===== config.mk =====
export PLATFORM = sky130hd
export DESIGN_NAME = chip_top
export DESIGN_NICKNAME = d
export VERILOG_FILES = /design/src/rtl/chip_top.sv
export SDC_FILE = /design/constraint.sdc
export NUM_CORES = 2
export LEC_CHECK = 0
export BUFFER_PORTS_ARGS = -buffer_cell sky130_fd_sc_hd__buf_2
export CORE_MARGIN = 3
export CORE_UTILIZATION = 44
export CTS_CLUSTER_DIAMETER = 80
export DETAILED_ROUTE_END_ITERATION = 8
export HOLD_SLACK_MARGIN = 0.12
export SYNTH_ARGS = -nofsm -noshare
export SYNTH_HDL_FRONTEND = slang
export SYNTH_SLANG_ARGS = --single-unit
export TNS_END_PERCENT = 100

===== constraint.sdc =====
create_clock -name clk -period 9.5 [get_ports clk]
set_clock_uncertainty 0.05 [all_clocks]
set_input_delay 1.425 -clock clk [delete_from_list [all_inputs] [get_ports clk]]
set_output_delay 1.425 -clock clk [all_outputs]
set_load 0.01 [all_outputs]

===== src/rtl/chip_top.sv =====
// 4x4 8-bit matrix-multiply accelerator with a byte-wide host command interface.
// The host fills an input memory, snapshots it into a register file, multiplies, then reads C back.
module chip_top #(
    parameter int LOAD_CYCLES = 5,
    parameter int MM_CYCLES   = 12,
    parameter int ACC_W       = 18
) (
    input  logic       clk,
    input  logic       clear,
    input  logic       en,
    input  logic [6:0] AUX,
    input  logic [7:0] data_in,
    output logic [7:0] data_out,
    output logic       INTERRUPT_PIN,
    output logic       READ_LED,
    output logic       WRITE_LED,
    output logic       LOAD_LED,
    output logic       MATMUL_LED
);

    typedef enum logic [1:0] {IDLE, LOADING, COMPUTING, DONE} state_t;

    state_t state, state_next;

    logic [2:0] reg_select;
    logic [1:0] idx;
    logic       mode_write, mode_load, mode_read, mode_mm;

    logic [7:0]       mem   [8][4];
    logic [7:0]       rf    [8][4];
    logic [ACC_W-1:0] acc   [4][4];
    logic [ACC_W-1:0] c_res [4][4];
    logic [3:0]       cnt;
    logic [1:0]       k_sel;
    logic             load_last, mm_last, mac_active;

    assign reg_select = AUX[6:4];
    assign idx        = AUX[3:2];
    assign mode_write =  AUX[0] & ~AUX[1];
    assign mode_load  = ~AUX[0] &  AUX[1];
    assign mode_read  =  AUX[0] &  AUX[1];
    assign mode_mm    = ~AUX[0] & ~AUX[1];

    // cnt is 1 on the start edge, so the finishing edge is reached when cnt == N-1
    assign load_last  = (cnt == 4'(LOAD_CYCLES - 1));
    assign mm_last    = (cnt == 4'(MM_CYCLES - 1));
    assign mac_active = (cnt != 4'd0) && (cnt <= 4'd4);
    assign k_sel      = cnt[1:0] - 2'd1;

    always_ff @(posedge clk or negedge clear) begin
        if (!clear) begin
            state <= IDLE;
        end else begin
            state <= state_next;
        end
    end

    always_comb begin
        state_next = state;
        case (state)
            IDLE: begin
                if (en && mode_load) begin
                    state_next = LOADING;
                end else if (en && mode_mm) begin
                    state_next = COMPUTING;
                end
            end
            LOADING:   if (load_last) state_next = DONE;
            COMPUTING: if (mm_last) state_next = DONE;
            DONE:      if (!en) state_next = IDLE;
            default:   state_next = IDLE;
        endcase
    end

    // Host LEDs are gated by clear so they stay dark while reset is held
    always_comb begin
        INTERRUPT_PIN = (state == DONE);
        LOAD_LED      = (state == LOADING);
        MATMUL_LED    = (state == COMPUTING);
        WRITE_LED     = clear & (state == IDLE) & en & mode_write;
        READ_LED      = clear & (state == IDLE) & en & mode_read;
    end

    // One k step per edge across all 16 outputs; C is only replaced when the run completes
    always_ff @(posedge clk or negedge clear) begin
        if (!clear) begin
            for (int r = 0; r < 8; r++) begin
                for (int k = 0; k < 4; k++) begin
                    mem[r][k] <= 8'd0;
                    rf[r][k]  <= 8'd0;
                end
            end
            for (int i = 0; i < 4; i++) begin
                for (int j = 0; j < 4; j++) begin
                    acc[i][j]   <= '0;
                    c_res[i][j] <= '0;
                end
            end
            cnt      <= 4'd0;
            data_out <= 8'd0;
        end else begin
            case (state)
                IDLE: begin
                    if (en) begin
                        if (mode_write) begin
                            mem[reg_select][idx] <= data_in;
                        end else if (mode_read) begin
                            data_out <= reg_select[2] ? 8'd0 : c_res[reg_select[1:0]][idx][7:0];
                        end else if (mode_load) begin
                            cnt <= 4'd1;
                            for (int r = 0; r < 8; r++) begin
                                for (int k = 0; k < 4; k++) begin
                                    rf[r][k] <= mem[r][k];
                                end
                            end
                        end else begin
                            cnt <= 4'd1;
                            for (int i = 0; i < 4; i++) begin
                                for (int j = 0; j < 4; j++) begin
                                    acc[i][j] <= '0;
                                end
                            end
                        end
                    end
                end
                LOADING: begin
                    cnt <= cnt + 4'd1;
                end
                COMPUTING: begin
                    cnt <= cnt + 4'd1;
                    for (int i = 0; i < 4; i++) begin
                        for (int j = 0; j < 4; j++) begin
                            if (mac_active) begin
                                acc[i][j] <= acc[i][j]
                                           + ACC_W'(rf[i][k_sel]) * ACC_W'(rf[4+j][k_sel]);
                            end
                            if (mm_last) begin
                                c_res[i][j] <= acc[i][j];
                            end
                        end
                    end
                end
                default: ;
            endcase
        end
    end

endmodule


==> flow_summary.ini <==
[timing]
slew_headroom = 0.158
hold_violations = 0
post-route-period-util = 0.685
tightest_slew_ns = 1.25
setup_tns_ns = 0
grt_setup_unrepaired = false
setup_viol = 0
fmax_mhz = 154
slew_violations = 0
min_period_ns = 6.51

[outcome]
status = finished clean

[synth]
yosysSeqAreaShare = 0.396
yosysTopAreaCellShare = 0.396
synthTopCellsByCount = dfrtp_1, inv_1, mux2_2
yosysTopAreaCell = dfrtp_1
syn_inst = 4398
syn_area_um2 = 49400
synthTopCellsByArea = dfrtp_1, mux2_2, fa_1
synthFlopType = dfrtp_1
synth_edf_count = 0
yosysMostFrequentCell = dfrtp_1
synth_cell_type_count = 46
synth_warnings = 0
synth_seq_cells = 782
synth_nets = 4983
synth_area_per_cell_um2 = 11.2
synth-async-reset-ratio = 1.00

[clock_tree]
clock_latency_ns = 0.68
cts_root_buffer = clkbuf_16
cts_buffer_depth = 3
cts_tree = yes
clkTransAtPathRegs_ns = 0.06
cts_resized = 0
htree_levels = 3
cts_setup_buffers = 0
postCtsHoldBufs = 0
numCtsBuffers = 89
numClockSinks = 782

[detailed_routing]
antenna_left = 0
drt-total-wl_um = 128000
drtIter0Drc = 2264
drtPass1Iterations = 7
wl_per_cell_um = 21.7
drc = 0
vias_per_cell = 5.25
vias = 30900

[global_routing]
grt_pass1_wl_um = 201000
grt_pass1_vias = 32100
antenna_found_initial = 6
track_usage = 0.226
grt_max_degree = 174
grt.overflow.total = 0

[cells_and_area]
fill_cells = 10100
final_area_um2 = 54100
syn_to_final_growth_pct = 9.37
layout-drive-gt1-share = 0.213
layout.nets = 4912

[power_and_ir_drop]
leakage_nw = 27.5
fin_total_pwr_w = 0.0109
ir_drop_uv = 231
power_density_nw_per_um2 = 202

[setup_path]
worst_ep_arrival_time_ns = 7.05
worst_ep_required_time_ns = 10.04
path_buf_inv = 5
cpLargestDelayFamily = adder cells
crit_path_end_kind = flop
cp_slowest_cell = mux4_2
cp_cell_sequence = inv_2 -> ha_4 -> buf_12 -> mux4_2 -> nand2_1 -> fa_1 -> inv_1 -> ha_1 -> ha_1 -> inv_1 -> fa_1 -> inv_1 -> ha_1 -> fa_1 -> a21o_1 -> a21oi_1 -> xor2_1 -> xnor2_1 -> xnor3_1 -> o21ai_1
path_class = flop to flop
critPathMaxFanout = 52
rrSetupSlack_ns = 2.99
max_stage_delay_ns = 0.84
start_kind = flop

[die]
start_util = 0.445
placement_rows = 122
die_h_um = 341
die-area_um2 = 116000
core_um2 = 111000
die_w_um = 341
ios = 31

[worst_hold_path]
holdCritPathClass = flop to flop

[placed_design]
io_buffers = 30
place_congestion = 0.799
dp_hpwl_um = 83000
place_area_um2 = 50900

[job]
cap_violations = 0
[cells by family (layout without fill, tap and decap cells)]
group	count (synthesis)	after routing	share of synthesized area
AND/OR/NAND/NOR	925	925	0.0787
buffers and inverters	854	855	0.0670
flip-flops	782	782	0.396
multiplexers	710	710	0.185
adder cells (fa/ha/maj)	567	567	0.187
AO/OA/AOI/OAI	287	287	0.0321
XOR/XNOR	273	273	0.0545
other	0	3	0
[tightest hold or removal path: stages, from the launching register on]
cell     delay (ns)
dfrtp_1        0.34
nand2_1        0.04
o21ai_0        0.06
[through the flow]
stage / std cells / setup WS, ns / hold WS (ns) / util
after floorplan: 4398 / 2.78 / 0.395 / -
after global placement: 5724 / 3.16 / 0.406 / 0.458
after detailed placement: 5724 / 3.05 / 0.416 / 0.458
after CTS: 5887 / 3.01 / 0.428 / 0.487
after global routing: 5887 / 2.65 / 0.444 / 0.487
final: 5890 / 2.99 / 0.424 / 0.487
[cells in the final DEF, fill, tap and decap left out, types with 16 or more instances in the layout]
| cell | n |
|---|---|
| mux4_2 | 104 |
| mux2i_1 | 24 |
| xnor3_1 | 16 |
| fa_1 | 288 |
| clkbuf_8 | 30 |
| nand3_1 | 102 |
| mux2_2 | 582 |
| ha_1 | 277 |
| a21oi_1 | 36 |
| dfrtp_1 | 781 |
| nand2_1 | 575 |
| xor2_1 | 81 |
| o22ai_1 | 18 |
| nor2_1 | 138 |
| buf_4 | 43 |
| inv_1 | 616 |
| a21o_1 | 32 |
| clkbuf_16 | 89 |
| o21ai_1 | 33 |
| o21ai_0 | 150 |
| buf_2 | 28 |
| xnor2_1 | 165 |
| and2_1 | 84 |
[final timing paths]
| path | endpoint | depth (start not counted) | startpoint |
|---|---|---|---|
| min in group asynchronous | c_res[109] | 1 | clear |
| min | c_res[5] | 2 | c_res[5] |
| min reg2reg | c_res[5] | 2 | c_res[5] |
| max reg2reg | acc[223] | 20 | cnt[0] |
| max | acc[223] | 20 | cnt[0] |
| max in group asynchronous | mem[31] | 3 | clear |
[sequential cells by signal, indices dropped and copies added, names as in the netlist]
name	flops
data_out	8
cnt	4
c_res	128
mem	256
rf	256
state	2
acc	128
[power breakdown]
group	total [W]	leakage [nW]	switching, W	internal [W]
combinational	0.00352	15.1	0.00237	0.00115
clock	0.00362	1.54	0.00148	0.00214
sequential	0.00379	10.9	0.000161	0.00363
[per-layer routing]
layer / track usage / part of all wire / vias to the layer above
li1: - / - / 14100
met2: 0.341 / 0.44 / 830
met1: 0.335 / 0.46 / 15800
met5: 0 / 0.00010 / -
met4: 0.0673 / 0.031 / 2
met3: 0.0375 / 0.069 / 198
[cell type report]
type	instances	area (um^2)	area share
Timing Repair Buffer	75	538	0.00995
Antenna cell	3	7.51	0.000139
Sequential cell	782	19600	0.362
Clock buffer	130	2680	0.0496
Tap cell	1488	1860	0.0344
Inverter	617	2320	0.0428
Multi-Input combinational cell	2762	26600	0.492
Clock inverter	33	474	0.00877
Note: power is estimated with default switching activity, not from simulation.
